### src/rtl/ofm_tx_fsm.sv
// Outbound frame TX FSM: consumes one txc control frame, then forwards or drops one txd frame
// through a single output register to the MAC. Define OFM_MIN_PAD_EN to pad short frames to 60 B.
module ofm_tx_fsm #(
  parameter int unsigned C_CTRL_WORDS = 6
) (
  input  logic        tx_clk,
  input  logic        tx_reset,
  input  logic [31:0] txc_tdata,
  input  logic [3:0]  txc_tkeep,
  input  logic        txc_tlast,
  input  logic        txc_tvalid,
  output logic        txc_tready,
  input  logic [63:0] txd_tdata,
  input  logic [7:0]  txd_tkeep,
  input  logic        txd_tlast,
  input  logic        txd_tvalid,
  output logic        txd_tready,
  output logic [63:0] tx_axis_mac_tdata,
  output logic [7:0]  tx_axis_mac_tkeep,
  output logic        tx_axis_mac_tlast,
  output logic        tx_axis_mac_tuser,
  output logic        tx_axis_mac_tvalid,
  input  logic        tx_axis_mac_tready,
  output logic        tx_frame_done,
  output logic        tx_frame_drop
);

  localparam int unsigned CtrlCntW = $clog2(C_CTRL_WORDS + 1);

`ifdef OFM_MIN_PAD_EN
  typedef enum logic [2:0] {StIdle, StCtrl, StData, StDrop, StPad} state_e;
`else
  typedef enum logic [2:0] {StIdle, StCtrl, StData, StDrop} state_e;
`endif

  state_e              state_q;
  logic                flag_ok_q;
  logic [CtrlCntW-1:0] ctrl_cnt_q;
  logic [6:0]          byte_cnt_q;
  logic                txc_rdy_q;
  logic [63:0]         out_data_q;
  logic [7:0]          out_keep_q;
  logic                out_last_q;
  logic                out_valid_q;
  logic                done_q;
  logic                drop_q;

  logic       txc_acc;
  logic       txd_acc;
  logic       out_free;
  logic       mac_acc;
  logic [3:0] keep_cnt;
  logic [7:0] byte_sum;
  logic [6:0] byte_sat;

  // Only the flag nibble of word 0 carries meaning here.
  logic unused_txc;
  assign unused_txc = ^{txc_tkeep, txc_tdata[27:0]};

  assign out_free = !out_valid_q || tx_axis_mac_tready;
  assign mac_acc  = out_valid_q && tx_axis_mac_tready;
  assign txc_acc  = txc_tvalid && txc_rdy_q;
  assign txd_acc  = txd_tvalid && txd_tready;

  always_comb begin
    keep_cnt = '0;
    for (int i = 0; i < 8; i++) begin
      keep_cnt = keep_cnt + {3'b000, txd_tkeep[i]};
    end
  end

  assign byte_sum = {1'b0, byte_cnt_q} + {4'b0000, keep_cnt};
  assign byte_sat = (byte_sum > 8'd127) ? 7'd127 : byte_sum[6:0];

`ifdef OFM_MIN_PAD_EN
  logic [63:0] txd_masked;
  always_comb begin
    txd_masked = '0;
    for (int i = 0; i < 8; i++) begin
      txd_masked[8*i +: 8] = txd_tdata[8*i +: 8] & {8{txd_tkeep[i]}};
    end
  end
`endif

  always_comb begin
    txd_tready = 1'b0;
    if (state_q == StData) txd_tready = out_free;
    if (state_q == StDrop) txd_tready = 1'b1;
  end

  always_ff @(posedge tx_clk) begin
    if (tx_reset) begin
      state_q     <= StIdle;
      flag_ok_q   <= 1'b0;
      ctrl_cnt_q  <= '0;
      byte_cnt_q  <= '0;
      txc_rdy_q   <= 1'b0;
      out_data_q  <= '0;
      out_keep_q  <= '0;
      out_last_q  <= 1'b0;
      out_valid_q <= 1'b0;
      done_q      <= 1'b0;
      drop_q      <= 1'b0;
    end else begin
      done_q <= mac_acc && out_last_q;
      drop_q <= 1'b0;
      if (mac_acc) out_valid_q <= 1'b0;

      case (state_q)
        StIdle: begin
          byte_cnt_q <= '0;
          ctrl_cnt_q <= '0;
          txc_rdy_q  <= 1'b1;
          if (txc_acc) begin
            flag_ok_q  <= (txc_tdata[31:28] == 4'hA);
            ctrl_cnt_q <= CtrlCntW'(1);
            if (txc_tlast) begin
              state_q   <= (txc_tdata[31:28] == 4'hA) ? StData : StDrop;
              txc_rdy_q <= 1'b0;
            end else begin
              state_q <= StCtrl;
            end
          end
        end

        StCtrl: begin
          if (txc_acc) begin
            if (ctrl_cnt_q < CtrlCntW'(C_CTRL_WORDS)) ctrl_cnt_q <= ctrl_cnt_q + 1'b1;
            if (txc_tlast) begin
              state_q   <= flag_ok_q ? StData : StDrop;
              txc_rdy_q <= 1'b0;
            end
          end
        end

        StData: begin
          if (txd_acc) begin
            out_valid_q <= 1'b1;
            out_data_q  <= txd_tdata;
            out_keep_q  <= txd_tkeep;
            out_last_q  <= txd_tlast;
            byte_cnt_q  <= byte_sat;
            if (txd_tlast) begin
              state_q   <= StIdle;
              txc_rdy_q <= 1'b1;
            end
`ifdef OFM_MIN_PAD_EN
            // Short frame: zero the stale bytes; beat 7 closes at 60 B, earlier beats go to PAD.
            if (txd_tlast && (byte_sum < 8'd60)) begin
              out_data_q <= txd_masked;
              if (byte_cnt_q == 7'd56) begin
                out_keep_q <= 8'h0F;
              end else begin
                out_keep_q <= 8'hFF;
                out_last_q <= 1'b0;
                byte_cnt_q <= byte_cnt_q + 7'd8;
                state_q    <= StPad;
                txc_rdy_q  <= 1'b0;
              end
            end
`endif
          end
        end

        StDrop: begin
          if (txd_tvalid && txd_tlast) begin
            drop_q    <= 1'b1;
            state_q   <= StIdle;
            txc_rdy_q <= 1'b1;
          end
        end

`ifdef OFM_MIN_PAD_EN
        StPad: begin
          if (out_free && (byte_cnt_q < 7'd60)) begin
            out_valid_q <= 1'b1;
            out_data_q  <= '0;
            if (byte_cnt_q == 7'd56) begin
              out_keep_q <= 8'h0F;
              out_last_q <= 1'b1;
              byte_cnt_q <= 7'd60;
            end else begin
              out_keep_q <= 8'hFF;
              out_last_q <= 1'b0;
              byte_cnt_q <= byte_cnt_q + 7'd8;
            end
          end else if (mac_acc && out_last_q) begin
            state_q   <= StIdle;
            txc_rdy_q <= 1'b1;
          end
        end
`endif

        default: begin
          state_q   <= StIdle;
          txc_rdy_q <= 1'b0;
        end
      endcase
    end
  end

  assign txc_tready         = txc_rdy_q;
  assign tx_axis_mac_tdata  = out_data_q;
  assign tx_axis_mac_tkeep  = out_keep_q;
  assign tx_axis_mac_tlast  = out_last_q;
  assign tx_axis_mac_tuser  = 1'b0;
  assign tx_axis_mac_tvalid = out_valid_q;
  assign tx_frame_done      = done_q;
  assign tx_frame_drop      = drop_q;

endmodule

### config.mk
export PLATFORM = sky130hd
export DESIGN_NAME = ofm_tx_fsm
export DESIGN_NICKNAME = d
export VERILOG_FILES = /design/src/rtl/ofm_tx_fsm.sv
export SDC_FILE = /design/constraint.sdc
export NUM_CORES = 1
export LEC_CHECK = 0
export CORE_AREA = 2 2 99 101
export CTS_CLUSTER_DIAMETER = 120
export DETAILED_ROUTE_END_ITERATION = 10
export DIE_AREA = 0 0 101 103
export PLACE_DENSITY = 0.79
export SLEW_MARGIN = 10
export SYNTH_ARGS = -nofsm -noshare
export SYNTH_HDL_FRONTEND = slang
export SYNTH_SLANG_ARGS = --single-unit
### constraint.sdc
create_clock -name tx_clk -period 1.4 [get_ports tx_clk]
set_input_delay 0.35 -clock tx_clk [delete_from_list [all_inputs] [get_ports tx_clk]]
set_output_delay 0.35 -clock tx_clk [all_outputs]
set_load 0.02 [all_outputs]
Word level (Yosys, flattened, before mapping)
Index checks and enable logic that the tools add are counted.
{"block": "totals", "reg_bits": 81, "in_bits": 115, "output_inout_bits": 79, "word_cells": 57}
{"block": "classes", "eq_ne": 10, "muxes": 24, "bitwise": 1, "n_reduce_logical": 13}
{"op": "$mux W3", "count": 6}
{"op": "$mux W1", "count": 15}
{"op": "$pmux W3 S4", "count": 1}
{"op": "$ne A2 B2 Y1 const B", "count": 5}
{"op": "$eq A3 B2 Y1 const B", "count": 2}
{"op": "$reduce_and A6 Y1", "count": 1}
{"op": "$logic_and A1 B1 Y1", "count": 5}
{"op": "$reduce_and A5 Y1", "count": 1}
{"op": "$eq A4 B4 Y1 const B", "count": 1}
{"op": "$pmux W1 S4", "count": 1}
{"op": "$reduce_and A2 Y1", "count": 2}
{"op": "$eq A3 B1 Y1 const B", "count": 1}
{"op": "$logic_not A3 Y1", "count": 1}
{"op": "$mux W2", "count": 1}
{"op": "$ne A2 B1 Y1 const B", "count": 1}
{"op": "$reduce_or A2 Y1", "count": 1}
{"op": "$logic_not A1 Y1", "count": 1}
{"op": "$logic_or A1 B1 Y1", "count": 1}
{"op": "$not A1 Y1", "count": 1}

Longest topological paths before layout
Gate-level depths: netlist of the first run.
{"block": "logic_depth", "ltp_word": 7, "ltp_mapped": 6, "ltp_nobuf": 3}

Worst setup path after synthesis of the first run
OpenSTA, ideal clock, no wires.
{"block": "synth_timing", "kind": "flip-flop to flip-flop", "startpoint": "register out_valid_q (netlist: tx_axis_mac_tvalid)", "endpoint": "register out_last_q (netlist: tx_axis_mac_tlast)", "setup_ns": 0.070, "arrival_time_ns": 1.240, "required_time_ns": 1.330, "path_slack_ns": 0.090, "path_stages_with_launch": 6, "path_buffers": 2, "period_less_slack_ns": 1.310, "cell_sequence": "dfxtp_1 -> nor2b_1 -> buf_4 -> clkbuf_1 -> o21ai_0 -> a21oi_2"}
{"block": "synth_between", "elab_chain_cells": 6}
{"item": "start: declaration", "line_no": "44", "rtl": "logic out_valid_q;"}
{"item": "start signal: assignment", "line_no": "101", "rtl": "out_valid_q <= 1'b0;"}
{"item": "start signal: assignment", "line_no": "107", "rtl": "if (mac_acc) out_valid_q <= 1'b0;"}
{"item": "start signal: assignment", "line_no": "138", "rtl": "out_valid_q <= 1'b1;"}
{"item": "$logic_not A1 Y1", "line_no": "60", "rtl": "assign out_free = !out_valid_q || tx_axis_mac_tready;"}
{"item": "$logic_or A1 B1 Y1", "line_no": "60"}
{"item": "$mux W1", "line_no": "87", "rtl": "if (state_q == StData) txd_tready = out_free;"}
{"item": "$mux W1", "line_no": "88", "rtl": "if (state_q == StDrop) txd_tready = 1'b1;"}
{"item": "$logic_and A1 B1 Y1", "line_no": "63", "rtl": "assign txd_acc = txd_tvalid && txd_tready;"}
{"item": "$reduce_and A2 Y1 (no line)"}
{"item": "end signal: assignment", "line_no": "141", "rtl": "out_last_q <= txd_tlast;"}
{"item": "end: declaration", "line_no": "43", "rtl": "logic out_last_q;"}
No other way between the ends.
A chain may end at the register's enable or synchronous reset.

Worst setup path in the final report of the first run
{"block": "layout_timing", "startpoint": "register state_q[0]", "endpoint": "register out_data_q[43] (netlist: tx_axis_mac_tdata[43])"}
{"block": "layout_between", "elab_chain_cells": 5, "elab_cells_between_ends": 6, "classes_between": "eq/ne (2); mux (2); reduce/logical (2)"}
{"item": "start: declaration", "line_no": "36", "rtl": "state_e state_q;"}
{"item": "start signal: assignment", "line_no": "93", "rtl": "state_q <= StIdle;"}
{"item": "start signal: assignment", "line_no": "118", "rtl": "state_q <= (txc_tdata[31:28] == 4'hA) ? StData : StDrop;"}
{"item": "start signal: assignment", "line_no": "121", "rtl": "state_q <= StCtrl;"}
{"item": "$eq A3 B2 Y1"}
{"item": "$mux W1", "line_no": "87"}
{"item": "$mux W1", "line_no": "88"}
{"item": "$logic_and A1 B1 Y1", "line_no": "63"}
{"item": "$reduce_and A2 Y1 (no line) *"}
{"item": "end signal: assignment", "line_no": "139", "rtl": "out_data_q <= txd_tdata;"}
{"item": "end: declaration", "line_no": "41", "rtl": "logic [63:0] out_data_q;"}
Mark *: on every way between the ends. The rest lies on a longest branch, timed or not.

==> run metrics, run 1 <==
CTS clk-pin slew, worst paths around 0.090 ns; violated checks setup timing; Inst Count DP ~630; CORE AREA between 9000 and 10,000 µm²; Clk pwr share 0.362; Nets between 600 and 700; Synth top area share 0.4520; ANT cells 0; status complete, but fails checks; final antenna-violating net count 0; Int Power 3.691 mW; Slew Limit Fails 0; clock latency on the worst-skew pair between 0.3 and 0.4 ns; setup ws final -0.09440 ns; layout cell share with drive strength beyond 1 0.3541; # rows 36; cell with the most instances after synthesis dfxtp_1; Die Ht 103 µm; largest net degree at the start of global routing between 40 and 50; Tightest Hold Check Type in -> reg; yosys warns 0; Flop pwr share 0.476; Period Utilization, post-route 1.067; # DRC 0; fmax approximately 0.67 GHz; via/cell ratio 5.398; slowest stage delay, CP ~0.35 ns; fill count 749; cell family with most CP delay buffers and inverters; total congestion overflow 0; crit-path cells buf_6, and3b_4, buf_12, buf_8, buf_16, nand3_2, a21oi_2; Final min period 1.494 ns; WL/cell 17.74 µm; final setup TNS -0.9432 ns; Final Hold Viols 0; # IOs between 150 and 200; Synth area leaders dfxtp_1 (45%), o21ai_0 (11%), nand3_2 (9.6%); part of the Yosys area used for sequential elements 0.4520; vias in the first global route about 3.5k; vias post-DR about 3.6k; GRT Total Usage 0.2053; Yosys cell types 31; area of the multi-input gates 1966 µm²; CP startpoint kind flop; Net Count, Synth between 400 and 500; TritonCTS Buffers 9; flops & latches, synth 80; Initial Utilization 0.3746; most frequent cells after synthesis dfxtp_1 (80), o21ai_0 (75), a21oi_1 (46); Max Buffers Root-to-Sink 2; Bufs and invs on worst path 4; port bufs 160; crit-path max FO 6; DRT Wirelength between 10 and 15 mm; H-tree depth 3; TritonCTS clock tree yes; clk_skew 0.01429 ns; Root Buffer clkbuf_8; Synth Flop Type dfxtp_1; max cap viols 0; P_sw 1.253 mW; CP endpoint kind flop; CTS Sinks 80; Starting DRT DRC Count 122; Data required, critical path about 1.7 ns; Comb power frac 0.162; Final Setup Violations 19; Syn Inst Count 377; register area around 1600 µm²; Sw Ratio 0.2535; drt pass-1 iters 5; Area Overhead vs Synth 70.23%; Die W 101 µm; final cell count without fillers approximately 660; Synth Cell Area roughly 3500 µm²; detailed placement HPWL 6.891 mm; kind of critical path reg -> reg; antenna violations before repair 0; largest area contributor in the netlist dfxtp_1; syn_area_per_cell approximately 9.4 µm²; GPL Wtd Cong between 0.8 and 0.9; Power per Cell Area approximately 820 nW/µm²; first-pass GRT wire length roughly 17 mm; Die ar. between 10,000 and 15,000 µm²; Post-synth EDFFs 0; RSZ-0062 raised after global routing yes; cell leakage power slightly above 2 nW; Max VDD drop between 0.6 and 0.7 mV; fraction of registers with async set/reset 0; slowest CP cell dfxtp_2; CP Data Arrival Time about 1.8 ns
[final cells by class]
class                      count  share of cell area
timing repair buffer         196              0.3489
multi-input combinational    253              0.3259
sequential                    80              0.2661
clock buffer                  11             0.02510
tap                          114             0.02365
clock inverter                 5             0.01037
[cells in the final DEF (no fill, tap or decap), types with 2 or more instances in the layout]
master	synthesis	routed
nand3_2	34	35
dfxtp_2	0	3
o21ai_0	75	38
clkdlybuf4s15_1	0	47
buf_16	0	5
nand3_4	0	18
nor2_1	4	4
nor2b_1	4	3
clkbuf_2	0	21
dlygate4sd2_1	0	8
nand2_1	2	2
buf_4	10	13
nand3_1	40	21
clkdlybuf4s50_1	0	79
dfxtp_1	80	77
inv_6	0	2
a21oi_1	46	22
buf_6	1	3
o21ai_1	0	36
clkbuf_16	0	4
a21oi_2	30	54
clkbuf_8	0	11
buf_12	8	13
clkinvlp_4	0	2
[flip-flops by register name, indices dropped and copies added, names as in the netlist]
signal and count:
tx_frame_drop 1, tx_axis_mac_tvalid 1, tx_axis_mac_tkeep 8, tx_axis_mac_tdata 64, tx_axis_mac_tlast 1, flag_ok_q 1, tx_frame_done 1, txc_tready 1
state_q 2
[power by group through the flow]
stage | clock (mW) | combinational (mW) | sequential (mW)
after global placement | 0 | 0.675 | 2.40
final | 1.79 | 0.801 | 2.35
after CTS | 1.85 | 0.721 | 2.35
after floorplan | 0 | 0.241 | 2.45
after global routing | 1.96 | 0.848 | 2.36
after detailed placement | 0 | 0.686 | 2.40
[worst reg2reg max path: stages (launching register included)]
cell and delay, ns:
dfxtp_2 0.35, buf_6 0.12, and3b_4 0.33, buf_12 0.15, buf_8 0.13, buf_16 0.13, nand3_2 0.09, a21oi_2 0.14
[path summary, 6_finish.rpt]
kind	startpoint	endpoint	slack, ns	depth (start not counted)
setup / recovery	state_q[0]	tx_axis_mac_tdata[43]	-0.09	7
hold / removal	tx_reset	tx_axis_mac_tkeep[2]	0.26	2
setup reg to reg	state_q[0]	tx_axis_mac_tdata[43]	-0.09	7
hold reg to reg	tx_axis_mac_tdata[34]	tx_axis_mac_tdata[34]	0.48	2
[through the flow]
| stage | cell area [µm²] | hold WS (ns) | util | worst slack (ns) | power (mW) |
|---|---|---|---|---|---|
| 5_1_grt | 6032 | 0.2541 | 0.6377 | -0.1490 | 5.166 |
| 3_3_place_gp | 5234 | 0.4577 | 0.5533 | -0.5882 | 3.075 |
| 3_5_place_dp | 5234 | 0.4652 | 0.5533 | -0.6065 | 3.088 |
| 4_1_cts | 5617 | 0.2571 | 0.5938 | -0.2614 | 4.917 |
| 6_report | 6032 | 0.2635 | 0.6377 | -0.09440 | 4.944 |
| 2_1_floorplan | 3543 | 0.4491 | - | 0.09013 | 2.695 |
[routing by layer]
layer	vias up	wire, µm	GRT usage
met5	-	0	0
met4	0	188	0.06341
met3	15	630	0.04678
met2	126	5781	0.3421
met1	1727	5088	0.2661
li1	1689	-	-
[kinds of logic (layout without fill, tap and decap cells)]
logic type	after synthesis	in the layout	share of synthesized area
buffers and inverters	44	212	0.09745
and+or+nand+nor	95	95	0.1903
AOI/OAI and AO/OA	156	156	0.2564
muxes	1	1	0.002825
other	1	1	0.001058
DFF	80	80	0.4520
[what timing repair did]
item                       in CTS  in global routing
cloned                          6                  4
setup endpoints to repair      99                139
pin swaps                       1                 46
resized for setup             109                189
hold buffers                    0                  0
buffers inserted                7                  2
Power figures use the tool's default switching activity.
==> run 2: changes to the inputs <==
- SLEW_MARGIN: 10 -> 5
==> results of run 2 <==
Final layout, timing and power as in run 1 (identical DEF).
==> run 3: changes to the inputs <==
- CAP_MARGIN: not set -> 10
- CTS_CLUSTER_DIAMETER: 120 -> not set
==> results of run 3 <==
Final layout, timing and power as in run 1 (identical DEF).
